`src/rtl/seq_shift_unit_if.sv`:
```
// Handshake/result bundle between the control unit (master) and seq_shift_unit (slave).
// SEQ_SHIFT_ABORT_EN adds the abort request line.
interface seq_shift_unit_if #(
    parameter int WIDTH = 16
);
    localparam int AW = $clog2(WIDTH);

    logic             start;
    logic [WIDTH-1:0] operand;
    logic [AW-1:0]    amount;
    logic [1:0]       op;
`ifdef SEQ_SHIFT_ABORT_EN
    logic             abort;
`endif
    logic             busy;
    logic             done;
    logic [WIDTH-1:0] result;
    logic             carry;

    modport master (
        output start, operand, amount, op,
`ifdef SEQ_SHIFT_ABORT_EN
        output abort,
`endif
        input  busy, done, result, carry
    );

    modport slave (
        input  start, operand, amount, op,
`ifdef SEQ_SHIFT_ABORT_EN
        input  abort,
`endif
        output busy, done, result, carry
    );
endinterface

```
`src/rtl/seq_shift_unit.sv`:
```
// Multi-cycle shift/rotate engine: SLL/SRL/SRA/ROR by 0..WIDTH-1, STEP bits per cycle.
// Optional SEQ_SHIFT_ABORT_EN adds an abort input that drops a running operation.
//
//  state   | meaning
//  --------+-----------------------------------------------------------
//  S_IDLE  | waiting for start; result/carry hold last outcome
//  S_SHIFT | shifting up to STEP positions per cycle, counting down
//  S_DONE  | one-cycle done pulse; result/carry valid
module seq_shift_unit #(
    parameter int WIDTH = 16,
    parameter int STEP  = 1
) (
    input  logic          clk,
    input  logic          reset_n,
    seq_shift_unit_if.slave bus
);
    localparam int            AW     = $clog2(WIDTH);
    localparam logic [AW-1:0] STEP_W = AW'(STEP);

    localparam logic [1:0] OP_SLL = 2'b00;
    localparam logic [1:0] OP_SRL = 2'b01;
    localparam logic [1:0] OP_SRA = 2'b10;

    typedef enum logic [1:0] {
        S_IDLE  = 2'b00,
        S_SHIFT = 2'b01,
        S_DONE  = 2'b10
    } state_t;

    state_t           state_q, state_d;
    logic [AW-1:0]    remaining_q;
    logic [1:0]       op_q;
    logic [WIDTH-1:0] result_q;
    logic             carry_q;

    logic             accept;
    logic             abort_hit;
    logic             last_step;
    logic [AW-1:0]    step_n;
    logic [WIDTH-1:0] shift_val;
    logic             shift_carry;

    // Abort only applies to an operation in flight; in IDLE a start always wins.
`ifdef SEQ_SHIFT_ABORT_EN
    assign abort_hit = bus.abort && (state_q != S_IDLE);
`else
    assign abort_hit = 1'b0;
`endif

    assign accept    = (state_q == S_IDLE) && bus.start;
    assign last_step = (remaining_q <= STEP_W);
    assign step_n    = last_step ? remaining_q : STEP_W;

    // Unrolled chain of single-bit steps; only the first step_n stages are active.
    always_comb begin
        shift_val   = result_q;
        shift_carry = carry_q;
        for (int i = 0; i < STEP; i++) begin
            if (AW'(i) < step_n) begin
                case (op_q)
                    OP_SLL: begin
                        shift_carry = shift_val[WIDTH-1];
                        shift_val   = {shift_val[WIDTH-2:0], 1'b0};
                    end
                    OP_SRL: begin
                        shift_carry = shift_val[0];
                        shift_val   = {1'b0, shift_val[WIDTH-1:1]};
                    end
                    OP_SRA: begin
                        shift_carry = shift_val[0];
                        shift_val   = {shift_val[WIDTH-1], shift_val[WIDTH-1:1]};
                    end
                    default: begin
                        shift_carry = shift_val[0];
                        shift_val   = {shift_val[0], shift_val[WIDTH-1:1]};
                    end
                endcase
            end
        end
    end

    always_ff @(posedge clk or negedge reset_n) begin
        if (!reset_n) begin
            state_q <= S_IDLE;
        end else begin
            state_q <= state_d;
        end
    end

    always_comb begin
        state_d  = state_q;
        bus.busy = 1'b0;
        bus.done = 1'b0;
        case (state_q)
            S_IDLE: begin
                if (bus.start) begin
                    state_d = (bus.amount == '0) ? S_DONE : S_SHIFT;
                end
            end
            S_SHIFT: begin
                bus.busy = 1'b1;
                if (abort_hit) begin
                    state_d = S_IDLE;
                end else if (last_step) begin
                    state_d = S_DONE;
                end
            end
            S_DONE: begin
                bus.busy = 1'b1;
                bus.done = !abort_hit;
                state_d  = S_IDLE;
            end
            default: begin
                state_d = S_IDLE;
            end
        endcase
    end

    // result doubles as the working register so it holds after done until the next accept.
    always_ff @(posedge clk or negedge reset_n) begin
        if (!reset_n) begin
            remaining_q <= '0;
            op_q        <= OP_SLL;
            result_q    <= '0;
            carry_q     <= 1'b0;
        end else if (accept) begin
            remaining_q <= bus.amount;
            op_q        <= bus.op;
            result_q    <= bus.operand;
            carry_q     <= 1'b0;
        end else if ((state_q == S_SHIFT) && !abort_hit) begin
            remaining_q <= remaining_q - step_n;
            result_q    <= shift_val;
            carry_q     <= shift_carry;
        end
    end

    assign bus.result = result_q;
    assign bus.carry  = carry_q;
endmodule
```
`src/flat_wrapper.sv`:
```
// flat-port wrapper written by rule: the top's interface ports become plain ports
module seq_shift_unit_flat 
#(
    parameter int WIDTH = 16,
    parameter int STEP  = 1
)
  (clk, reset_n, bus_start, bus_operand, bus_amount, bus_op, bus_busy, bus_done, bus_result, bus_carry);
  seq_shift_unit_if #(.WIDTH(WIDTH)) bus_i ();
  input  logic clk;
  input  logic reset_n;
  input wire logic [$bits(bus_i.start)-1:0] bus_start;
  input wire logic [$bits(bus_i.operand)-1:0] bus_operand;
  input wire logic [$bits(bus_i.amount)-1:0] bus_amount;
  input wire logic [$bits(bus_i.op)-1:0] bus_op;
  output wire logic [$bits(bus_i.busy)-1:0] bus_busy;
  output wire logic [$bits(bus_i.done)-1:0] bus_done;
  output wire logic [$bits(bus_i.result)-1:0] bus_result;
  output wire logic [$bits(bus_i.carry)-1:0] bus_carry;
  assign bus_i.start = bus_start;
  assign bus_i.operand = bus_operand;
  assign bus_i.amount = bus_amount;
  assign bus_i.op = bus_op;
  assign bus_busy = bus_i.busy;
  assign bus_done = bus_i.done;
  assign bus_result = bus_i.result;
  assign bus_carry = bus_i.carry;
  seq_shift_unit #(.WIDTH(WIDTH), .STEP(STEP)) u_core (.clk(clk), .reset_n(reset_n), .bus(bus_i));
endmodule
```
`config.mk`:
```
export PLATFORM = sky130hd
export DESIGN_NAME = seq_shift_unit_flat
export DESIGN_NICKNAME = d
export VERILOG_FILES = /design/src/rtl/seq_shift_unit_if.sv /design/src/rtl/seq_shift_unit.sv /design/src/flat_wrapper.sv
export SDC_FILE = /design/constraint.sdc
export NUM_CORES = 1
export LEC_CHECK = 0
export CAP_MARGIN = 15
export CORE_AREA = 2 2 49 85
export DETAILED_ROUTE_END_ITERATION = 7
export DIE_AREA = 0 0 51 87
export PLACE_DENSITY = 0.82
export SYNTH_ARGS = -nofsm -noshare
export SYNTH_HDL_FRONTEND = slang
export SYNTH_SLANG_ARGS = --single-unit
export TNS_END_PERCENT = 50
```
`constraint.sdc`:
```
create_clock -name clk -period 1.6 [get_ports clk]
set_clock_uncertainty 0.1 [all_clocks]
set_input_delay 0.4 -clock clk [delete_from_list [all_inputs] [get_ports clk]]
set_output_delay 0.4 -clock clk [all_outputs]
set_load 0.01 [all_outputs]
```
Yosys cells after proc, flatten, opt, wreduce, memory -nomap -nowiden
Cells that the tools add are included.
{"block": "word_totals", "elab_cells": 43, "out_inout_bits": 19, "latchBits": 0, "mem_bits_ro": 0, "inputBits": 25, "mem_count": 0, "ff_bits": 25, "ram_bits": 0}
{"block": "op_classes", "n_shift": 0, "n_mul": 0, "bitwise_logic": 0, "muxes": 17, "n_eq_ne": 7, "n_div": 0, "addsub": 1, "order_cmp": 2, "n_reduce_logical": 10}
{"operator": "$mux W16", "count": 3}
{"operator": "$pmux W16 S3", "count": 1}
{"operator": "$mux W4", "count": 3}
{"operator": "$mux W1", "count": 6}
{"operator": "$mux W2", "count": 3}
{"operator": "$eq A2 B1 Y1 const B", "count": 2}
{"operator": "$eq A2 B2 Y1 const B", "count": 2}
{"operator": "$le A4 B1 Y1 const B", "count": 1}
{"operator": "$logic_not A2 Y1", "count": 2}
{"operator": "$logic_not A4 Y1", "count": 1}
{"operator": "$lt A1 B4 Y1 const A", "count": 1}
{"operator": "$ne A2 B1 Y1 const B", "count": 2}
{"operator": "$pmux W2 S2", "count": 1}
{"operator": "$reduce_and A2 Y1", "count": 2}
{"operator": "$reduce_bool A2 Y1", "count": 2}
{"operator": "$sub A4 B4 Y4", "count": 1}
{"operator": "$reduce_and A3 Y1", "count": 1}
{"operator": "$ne A2 B2 Y1 const B", "count": 1}
{"operator": "$reduce_or A2 Y1", "count": 1}
{"operator": "$logic_and A1 B1 Y1", "count": 1}

Logic depth before layout (Yosys ltp)
{"block": "logic_depth", "depth_word": 6, "depth_mapped": 7, "mapped_depth_nobuf": 6}

Worst setup path after synthesis
Ideal clock, no wire load.
{"block": "synth_path", "path_kind": "register -> register", "start": "register u_core.state_q[0]", "end": "register u_core.remaining_q[3]", "path_buffers": 2, "t_arrival_ns": 1.365, "t_required_ns": 1.364, "period_less_slack_ns": 1.601, "setup_ns": 0.136, "path_slack_ns": -0.001, "path_stages_with_launch": 7, "path_cell_list": "dfrtp_1 inv_1 ha_1 and2_1 buf_2 clkbuf_1 o21ai_0"}
{"block": "synth_between", "elab_chain_cells": 3, "elab_cells_between_ends": 5, "cone_classes": "eq/ne: 1; mux: 1; reduce/logical: 3"}
{"item": "start: declaration", "line": "seq_shift_unit.sv:30", "text": "state_t state_q, state_d;"}
{"item": "start signal: assignment", "line": "seq_shift_unit.sv:86", "text": "state_q <= state_d;"}
{"item": "$logic_not A2 Y1", "line": "seq_shift_unit.sv:50", "text": "assign accept = (state_q == S_IDLE) && bus.start;"}
{"item": "$logic_and A1 B1 Y1", "line": "seq_shift_unit.sv:50"}
{"item": "$mux W4 / $reduce_bool A2 Y1 (equally long branches)"}
{"item": "end signal: assignment", "line": "seq_shift_unit.sv:127", "text": "remaining_q <= bus.amount;"}
{"item": "end signal: assignment", "line": "seq_shift_unit.sv:132", "text": "remaining_q <= remaining_q - step_n;"}
{"item": "end: declaration", "line": "seq_shift_unit.sv:31", "text": "logic [AW-1:0] remaining_q;"}
Parallel ways exist; a longest one is shown, timed or not.
A chain may end at the register's enable or synchronous reset.

Final worst setup path
{"block": "layout_path", "start": "register u_core.remaining_q[1]", "end": "register u_core.result_q[13], in the netlist u_core.bus.result[13]"}
{"block": "layout_between", "elab_chain_cells": 5}
{"item": "$le A4 B1 Y1", "line": "seq_shift_unit.sv:51", "text": "assign last_step = (remaining_q <= STEP_W);"}
{"item": "$mux W4 *", "line": "seq_shift_unit.sv:52", "text": "assign step_n = last_step ? remaining_q : STEP_W;"}
{"item": "$lt A1 B4 Y1 *", "line": "seq_shift_unit.sv:59", "text": "if (AW'(i) < step_n) begin"}
{"item": "$reduce_bool A2 Y1 (no line) *"}
{"item": "$reduce_and A2 Y1 (no line) *"}
{"item": "end signal: assignment", "line": "seq_shift_unit.sv:129", "text": "result_q <= bus.operand;"}
{"item": "end signal: assignment", "line": "seq_shift_unit.sv:133", "text": "result_q <= shift_val;"}
{"item": "end: declaration", "line": "seq_shift_unit.sv:33", "text": "logic [WIDTH-1:0] result_q;"}
Every way passes the cells marked *; elsewhere a longest branch is shown, timed or not.

==> impl_metrics.tcl <==
set metrics [dict create \
    fin_ws_ns -0.0202 \
    yosys-top-cells-count "dfrtp_1, nand2_1" \
    pwr_density_cell_nw_per_um2 1960 \
    synthCells 152 \
    vias 1479 \
    syn_avg_cell_area_um2 9.89 \
    ys_seq_elements 25 \
    place_area_um2 2140 \
    cp.required_ns 1.68 \
    ff_latch_area_um2 627 \
    boundaryPins 44 \
    tightest_slew_ns 0.335 \
    rsz0062_at_grt "true" \
    cp_num_buf_inv 2 \
    ys_warn_count 0 \
    path_clk_slew_ns 0.09 \
    crit_chain "buf_6 -> o41ai_4 -> buf_12 -> a211oi_2 -> o31ai_1" \
    highest_layer "met4" \
    wl_per_cell_um 15.6 \
    syn-cell-area_um2 1500 \
    die-width_um 51 \
    min_period_over_period_pct 101 \
    status "finished with violations" \
    violations "negative setup slack" \
    m1WireLength_mm 1.65 \
    yosysTopAreaCell "dfrtp_1" \
    synthTopCellsByArea "dfrtp_1, mux2i_1, o31ai_1" \
    slowest_delay_ns 0.41 \
    slew_headroom_pct 77.6 \
    ys_seq_area_share_pct 41.6 \
    synth_cell_types 36 \
    wl_met2_mm 2.40 \
    fp.coreArea_um2 3790 \
    grt_pass1_vias 1492 \
    maxCapViolations 0 \
    critPathLaunchType "flip-flop" \
    syn2layout_area_growth_pct 58.7 \
    cts_tree "done" \
    antenna_found_initial 0 \
    synth_edf_count 0 \
    drcViolationCount 0 \
    dr.pass1.iters 4 \
    setup_viol 2 \
    fillers 320 \
    clock_path_buffers 2 \
    track_usage_pct 20.0 \
    yosys_most_used_dff "dfrtp_1" \
    cp_slowest_cell "dfrtp_1" \
    synth_top_area_share_pct 41.6 \
    insertion_delay_ns 0.26 \
    start_util_pct 39.6 \
    root_buffer "clkbuf_8" \
    peakVddDrop_mv 1.14 \
    fp-row-count 30 \
    fp.dieH_um 87 \
    drive_above_1_share_pct 27.3 \
    hold_viol_final 0 \
    fp.dieArea_um2 4440 \
    h-tree-depth 1 \
    insertedDiodeCount 0 \
    endpoint_kind "flip-flop" \
    async_reset_ff_share_pct 100 \
    cts_num_sinks 25 \
    hp-class "in -> reg" \
    fmax_mhz 617 \
    routed_via_density 5.38 \
    layout.nets 257 \
    drt-total-wl_mm 4.28 \
    wl_met3_um 138 \
    grt_pass1_wl_mm 6.93 \
    ant_nets 0 \
    syn-num-nets 181 \
    grt_max_degree 29 \
    path_class "reg -> reg" \
    multiInputGateArea_um2 883 \
    crit_fanout 28 \
    finalCriticalPeriod_ns 1.62 \
    p_leak_nw 1.12 \
    numCtsBuffers 3 \
    slew_violations 0 \
    place_hpwl_mm 3.01 \
    cp_top_family "compound AO/OA/AOI/OAI gates" \
    crit_arrival_ns 1.70 \
    finalPower_mw 4.67 \
    gp_congestion 0.773 \
    design_area_um2 2380 \
    synth.most_common_cell "dfrtp_1" \
    place.port_buffers 43 \
    grt_overflow 0 \
    first_iter_violations 38 \
]
[where the power goes]
part | switching (mW) | total, mW | internal [mW] | leakage [nW]
logic | 1.46 | 3.10 | 1.64 | 0.791
clock network | 0.199 | 0.377 | 0.178 | 0.0228
registers | 0.249 | 1.19 | 0.945 | 0.307
total | 1.91 | 4.67 | 2.76 | 1.12
[metal layers]
metal,vias up,GRT usage (%)
li1,719,-
met5,-,0
met3,8,0.859
met1,714,23.9
met2,38,36.8
met4,0,7.37
[layout by cell type (no fill, tap or decap), types with 2 or more instances in the layout]
| master | count |
|---|---|
| a21oi_1 | 2 |
| and3_1 | 14 |
| o31ai_1 | 14 |
| dfrtp_1 | 24 |
| mux2i_1 | 14 |
| dlymetal6s2s_1 | 2 |
| buf_12 | 3 |
| o41ai_2 | 2 |
| a31oi_2 | 2 |
| clkbuf_8 | 3 |
| nand2_1 | 14 |
| clkdlybuf4s50_1 | 21 |
| ha_4 | 3 |
| a31oi_1 | 12 |
| dlygate4sd2_1 | 18 |
| nand3b_1 | 2 |
| inv_1 | 3 |
| o21ai_0 | 2 |
| buf_4 | 33 |
| buf_6 | 4 |
| inv_2 | 2 |
| o21ai_1 | 3 |
| nor2_1 | 4 |
[timing repair]
item | CTS | global route
gates resized for setup | 33 | 19
hold buffers | 0 | 0
setup endpoints to repair | 41 | 24
buffers inserted | 13 | 2
pin swaps | 0 | 8
[area by class of cell]
cell class,count,area share (%)
multi-input combinational,111,37.0
timing repair buffer,82,31.5
sequential,25,26.3
tap,48,2.52
clock buffer,4,1.89
inverter,5,0.787
[final timing paths]
| kind | cells past startpoint | from | endpoint | slack, ns |
|---|---|---|---|---|
| setup / recovery | 5 | u_core.remaining_q[1]$_DFFE_PN0P_ | u_core.bus.result[13]$_DFFE_PN0P_ | -0.02 |
| hold reg to reg | 2 | u_core.bus.carry$_DFFE_PN0P_ | u_core.bus.carry$_DFFE_PN0P_ | 0.47 |
| min in group asynchronous | 2 | reset_n | u_core.bus.result[5]$_DFFE_PN0P_ | 0.40 |
| max in group asynchronous | 2 | reset_n | u_core.remaining_q[3]$_DFFE_PN0P_ | 0.73 |
| hold / removal | 3 | bus_amount[3] | u_core.remaining_q[3]$_DFFE_PN0P_ | 0.32 |
| setup reg to reg | 5 | u_core.remaining_q[1]$_DFFE_PN0P_ | u_core.bus.result[13]$_DFFE_PN0P_ | -0.02 |
[registers in the layout, summed over array words and instances (netlist names)]
name / cells
u_core.remaining_q: 4
u_core.bus.result: 16
u_core.bus.carry: 1
u_core.op_q: 2
u_core.state_q: 2
[per-stage QoR]
step | TNS [ns] | hold WS (ns) | utilization (%) | instances | setup slack, ns
finish | -0.0349 | 0.324 | 62.9 | 275 | -0.0202
global route | -0.473 | 0.348 | 62.9 | 275 | -0.0576
CTS | -0.0353 | 0.402 | 60.5 | 273 | -0.0264
detailed placement | -5.06 | 0.464 | 56.4 | 256 | -0.318
global placement | -4.06 | 0.449 | 56.4 | 256 | -0.282
floorplan | 0 | 0.00441 | - | 152 | 0.00203
[worst reg2reg max path, cell delays in order, from the launching register on]
cell      delay, ns
dfrtp_1        0.41
buf_6          0.13
o41ai_4        0.41
buf_12         0.23
a211oi_2       0.06
o31ai_1        0.19
[kinds of logic (layout without fill, tap and decap cells)]
group / Yosys count / in the layout / share of synthesized area [%]
XOR/XNOR: 1 / 1 / 0.583
multiplexers: 14 / 14 / 9.33
adder cells (fa/ha/maj): 4 / 4 / 3.33
buffers and inverters: 16 / 91 / 5.99
AO/OA/AOI/OAI: 48 / 48 / 23.7
flip-flops: 25 / 25 / 41.6
AND/OR/NAND/NOR: 44 / 44 / 15.4
No activity file was read; power rests on OpenSTA's default activity.
